`src/rtl/sr_4094_ctrl_pkg.sv`:
```
// Shared FSM state encodings and default chain geometry for the 4094 serialiser.
// Latency: none (definitions only).
// Backpressure: none (definitions only).
package sr_4094_ctrl_pkg;

  typedef enum logic [2:0] {
    ST_IDLE     = 3'd0,
    ST_SHIFT_LO = 3'd1,
    ST_SHIFT_HI = 3'd2,
    ST_LATCH    = 3'd3,
    ST_DONE     = 3'd4
  } sr_state_t;

  // Four 4094s in the chain, sr_clk half period of 4 clk cycles.
  localparam int SR_WIDTH_DEF = 32;
  localparam int SR_DIV_DEF   = 4;

endpackage

```
`src/rtl/sr_div_tick.sv`:
```
// Loadable down-counter pacing each FSM phase; tick marks the last cycle of a phase.
// Latency: tick asserts DIV-1 cycles after a load (immediately when DIV=1).
// Backpressure: none; load has priority and restarts the count.
module sr_div_tick #(
  parameter int DIV = 4
) (
  input  logic clk,
  input  logic reset,
  input  logic load,
  output logic tick
);

  localparam logic [7:0] RELOAD = 8'(DIV - 1);

  logic [7:0] cnt;

  assign tick = (cnt == 8'd0);

  // Reload on phase entry, otherwise count down and park at zero.
  always_ff @(posedge clk) begin
    if (reset) begin
      cnt <= 8'd0;
    end else if (load) begin
      cnt <= RELOAD;
    end else if (cnt != 8'd0) begin
      cnt <= cnt - 8'd1;
    end
  end

endmodule

```
`src/rtl/sr_4094_ctrl.sv`:
```
// Shifts a WIDTH-bit word MSB first into a 4094 chain, strobes it, and gates OE once loaded.
// Latency: done pulses 2*DIV*WIDTH + DIV + 1 cycles after start; queued transfers follow back to back.
// Backpressure: start is never dropped; one transfer queues while busy, latest data wins.
module sr_4094_ctrl
  import sr_4094_ctrl_pkg::*;
#(
  parameter int WIDTH = SR_WIDTH_DEF,
  parameter int DIV   = SR_DIV_DEF
) (
  input  logic             clk,
  input  logic             reset,
  input  logic             start,
  input  logic [WIDTH-1:0] data,
  input  logic             oe_en,
  output logic             busy,
  output logic             done,
  output logic             sr_clk,
  output logic             sr_data,
  output logic             sr_strobe,
  output logic             sr_oe
);

  localparam int CW = (WIDTH > 1) ? $clog2(WIDTH) : 1;

  sr_state_t        state;
  logic [WIDTH-1:0] shreg;
  logic [WIDTH-1:0] shreg_nxt;
  logic [WIDTH-1:0] pend_dat;
  logic [WIDTH-1:0] launch_dat;
  logic             pending;
  logic             loaded;
  logic [CW-1:0]    bitcnt;
  logic             div_load;
  logic             tick;

  // The divider is held at its reload value in the single-cycle states so every
  // timed phase starts with a full DIV count.
  assign div_load   = (state == ST_IDLE) || (state == ST_DONE) || tick;
  assign shreg_nxt  = {shreg[WIDTH-2:0], 1'b0};
  // A start arriving in the DONE cycle is newer than anything buffered.
  assign launch_dat = start ? data : pend_dat;

  sr_div_tick #(.DIV(DIV)) u_div (
    .clk   (clk),
    .reset (reset),
    .load  (div_load),
    .tick  (tick)
  );

  // Transfer FSM with all pin-facing outputs registered alongside the state.
  always_ff @(posedge clk) begin
    if (reset) begin
      state     <= ST_IDLE;
      shreg     <= '0;
      pend_dat  <= '0;
      pending   <= 1'b0;
      loaded    <= 1'b0;
      bitcnt    <= '0;
      busy      <= 1'b0;
      done      <= 1'b0;
      sr_clk    <= 1'b0;
      sr_data   <= 1'b0;
      sr_strobe <= 1'b0;
      sr_oe     <= 1'b0;
    end else begin
      done  <= 1'b0;
      sr_oe <= loaded & oe_en;

      // Capture a request that arrives mid-transfer; DONE consumes start directly.
      if (start && (state != ST_IDLE) && (state != ST_DONE)) begin
        pending  <= 1'b1;
        pend_dat <= data;
      end

      case (state)
        ST_IDLE: begin
          sr_clk    <= 1'b0;
          sr_data   <= 1'b0;
          sr_strobe <= 1'b0;
          if (start) begin
            shreg   <= data;
            bitcnt  <= CW'(WIDTH - 1);
            sr_data <= data[WIDTH-1];
            busy    <= 1'b1;
            state   <= ST_SHIFT_LO;
          end
        end

        ST_SHIFT_LO: begin
          if (tick) begin
            sr_clk <= 1'b1;
            state  <= ST_SHIFT_HI;
          end
        end

        ST_SHIFT_HI: begin
          if (tick) begin
            shreg  <= shreg_nxt;
            sr_clk <= 1'b0;
            if (bitcnt == '0) begin
              sr_data   <= 1'b0;
              sr_strobe <= 1'b1;
              state     <= ST_LATCH;
            end else begin
              bitcnt  <= bitcnt - CW'(1);
              sr_data <= shreg_nxt[WIDTH-1];
              state   <= ST_SHIFT_LO;
            end
          end
        end

        ST_LATCH: begin
          if (tick) begin
            sr_strobe <= 1'b0;
            done      <= 1'b1;
            busy      <= 1'b0;
            loaded    <= 1'b1;
            state     <= ST_DONE;
          end
        end

        ST_DONE: begin
          if (start || pending) begin
            shreg   <= launch_dat;
            bitcnt  <= CW'(WIDTH - 1);
            sr_data <= launch_dat[WIDTH-1];
            pending <= 1'b0;
            busy    <= 1'b1;
            state   <= ST_SHIFT_LO;
          end else begin
            state <= ST_IDLE;
          end
        end

        default: begin
          state <= ST_IDLE;
        end
      endcase
    end
  end

endmodule

```
`config.mk`:
```
export PLATFORM = sky130hd
export DESIGN_NAME = sr_4094_ctrl
export DESIGN_NICKNAME = d
export VERILOG_FILES = /design/src/rtl/sr_4094_ctrl_pkg.sv /design/src/rtl/sr_div_tick.sv /design/src/rtl/sr_4094_ctrl.sv
export SDC_FILE = /design/constraint.sdc
export NUM_CORES = 1
export LEC_CHECK = 0
export BUFFER_PORTS_ARGS = -buffer_cell sky130_fd_sc_hd__buf_4
export CAP_MARGIN = 30
export CORE_ASPECT_RATIO = 0.8
export CORE_MARGIN = 1.5
export CORE_UTILIZATION = 60
export DETAILED_ROUTE_END_ITERATION = 8
export GPL_TIMING_DRIVEN = 0
export PLACE_DENSITY_LB_ADDON = 0.3
export SLEW_MARGIN = 20
export SYNTH_ARGS = -nofsm -noshare
export SYNTH_HDL_FRONTEND = slang
export SYNTH_SLANG_ARGS = --single-unit
```
`constraint.sdc`:
```
create_clock -name clk -period 3.4 [get_ports clk]
set_input_delay 0.17 -clock clk [delete_from_list [all_inputs] [get_ports clk]]
set_output_delay 0.17 -clock clk [all_outputs]
set_load 0.02 [all_outputs]
```
==> metrics.txt <==
status=finished, final reports clean; Synth Area per Inst=8.83 sq um; hpwl dp=between 7000 and 8000 microns; Post-Synth XOR/XNOR Area=~1.1%; Worst Skew=6.67 ps; Vias/cell=6.28; post_cts resized=0; total track usage=~30%; setup TNS=0 ps; largest net degree at the start of global routing=15; Seq/Total Area, Yosys=42.8%; worst skew pair latency=360 ps; final slew viol count=0; flops & latches, synth=87; # IOs=42; WL per Instance=17.1 microns; RD Place Congestion=0.881; layout cells sized above 1=around a fifth; total power=0.00249 W; mux cell area share after synthesis=0%; Routed Wire Length=10200 microns; Period minus WS final=2430 ps; max-cap violations=0; async set-or-reset flop fraction in the synthesized netlist=0%; residual DRC count=0; final hold violation count=0; main combinational cell family by area after synthesis=compound AO/OA/AOI/OAI gates; type of the most critical hold path=in2reg; Leakage=1.71 nW; First DRT Iteration DRCs=357; Post-synth top flop=dfxtp_1; Root Buffer Master=clkbuf_8; fmax=412 MHz; Worst VDD drop=about 0.00033 V; post-synth top area cell=dfxtp_1; Post-Synth Simple-Gate Area=17.7%; Worst setup SP type=flip-flop; crit-path max FO=6; Final #Nets=551; Port Buf Inserts=40; Synth top area share=roughly 43%; synth unique cells=47; Num CTS Buffers=9; sequential standard cell area=1740 sq um; Critical Path RT=3660 ps; clk sinks=87; Core Footprint=between 6000 and 7000 sq um; Final ANT Viol Nets=0; Syn Nets=500; RSZ-0062 raised after global routing=false; die area=about 7300 sq um; YS warnings=0; PD cells=531 nW/um^2; Worst Tran Pin Value=782 ps; initial antenna violation count=0; CTS tree=done; Synth Area in Adders=0.922%; FP Rows=26; routed vias=3766; Core Util, Final=72.5%; number of fill cells=509; Synth-to-Final Area Change=15.4%; Post-CTS Setup Repair Bufs=0; fin crit share=71.4%; critical path endpoint category=flip-flop; CP arrival=between 2000 and 3000 ps; Clock transition at path regs=80 ps; drt pass-1 iters=5; Synth Area in Compound Gates=a little under a third; hold-fix buffers at CTS=0; Initial Util=62.9%; final-report setup violation count=0; area occupied by multi-input gates=2050 sq um; Max-Slew Margin vs Limit=47.8%; Cell Area, Synth=between 4000 and 5000 sq um; n_diodes=0; CTS Buffer Depth=2; EDFF count, synth=0; die outline height=between 70 and 80 microns; commonest cells in the netlist=nand2_1, dfxtp_1, a21oi_1, clkbuf_1, a22oi_1; top post-synthesis cells by area=dfxtp_1, a311oi_2, a21oi_1; crit path kind=reg2reg; global route overflow=0; die width=95.1 microns; vias in the first global route=3552; cell count after synthesis=461; first-pass GRT wire length=17100 microns; count leader, synth=nand2_1; H-tree Lvls=3
state kept, by name (all words and copies together), names as in the netlist, 3 cells and up:
register   count
bitcnt         5
pend_dat      32
shreg         31
state          3
u_div.cnt      8
worst max-delay path, cell delays in order (launching register included):
cell,delay (ps)
dfxtp_1,360
inv_1,100
ha_1,170
nor3b_1,650
nand2_1,310
or3b_1,440
a311oi_1,300
placed cells by master, fill, tap and decap left out, types with 4 or more instances in the layout:
master,instances
a211oi_1,5
a21oi_1,76
a22oi_1,30
a311oi_1,6
a311oi_2,29
and3_1,6
buf_12,4
buf_4,40
clkbuf_1,33
clkbuf_8,10
dfxtp_1,87
inv_1,8
nand2_1,101
nor2_1,15
nor2b_1,4
nor3_1,4
nor4_1,4
o21ai_0,4
area by class of cell:
type	instances	share of cell area [%]
multi-input cells	323	43.6
flip-flops and latches	87	37.1
repair buffers	40	6.39
plain buffers	43	5.38
clock buffers	10	2.93
well taps	84	2.24
clock inverters	5	1.76
inverters	8	0.639
per-layer routing:
| layer | GRT usage (%) | wire length [microns] | share of wire, % |
|---|---|---|---|
| met1 | 41.7 | 4590 | 45 |
| met2 | 46.2 | 4740 | 46 |
| met3 | 5.85 | 730 | 7.1 |
| met4 | 10.1 | 184 | 1.8 |
| met5 | 0 | 0 | 0 |
power breakdown:
group	switching, W	internal [W]
clock	0.000371	0.000430
combinational	0.000301	0.000218
sequential	0.0000623	0.00111
total	0.000734	0.00176
worst paths after layout:
| check | start | end | slack (ps) | depth (start not counted) |
|---|---|---|---|---|
| max | u_div.cnt[0] | bitcnt[2] | 970 | 6 |
| min | oe_en | sr_oe | 50 | 2 |
| max reg2reg | u_div.cnt[0] | bitcnt[2] | 970 | 6 |
| min reg2reg | loaded | loaded | 450 | 2 |
metrics by stage:
step | std cells | setup slack (ps) | hold slack, ps | instance area (sq um)
floorplan | 461 | 1520 | 306 | 4070
global placement | 585 | 1210 | 420 | 4480
detailed placement | 585 | 1150 | 421 | 4480
CTS | 600 | 1110 | 47.7 | 4700
global route | 600 | 942 | 38.2 | 4700
finish | 600 | 974 | 51.2 | 4700
logic make-up (layout without fill, tap and decap cells):
group / after synthesis / in the layout
compound gates: 161 / 161
xor+xnor: 5 / 5
fa+ha+maj: 3 / 3
buf+inv: 51 / 106
flops: 87 / 87
simple gates: 154 / 154
Power figures use the tool's default switching activity.
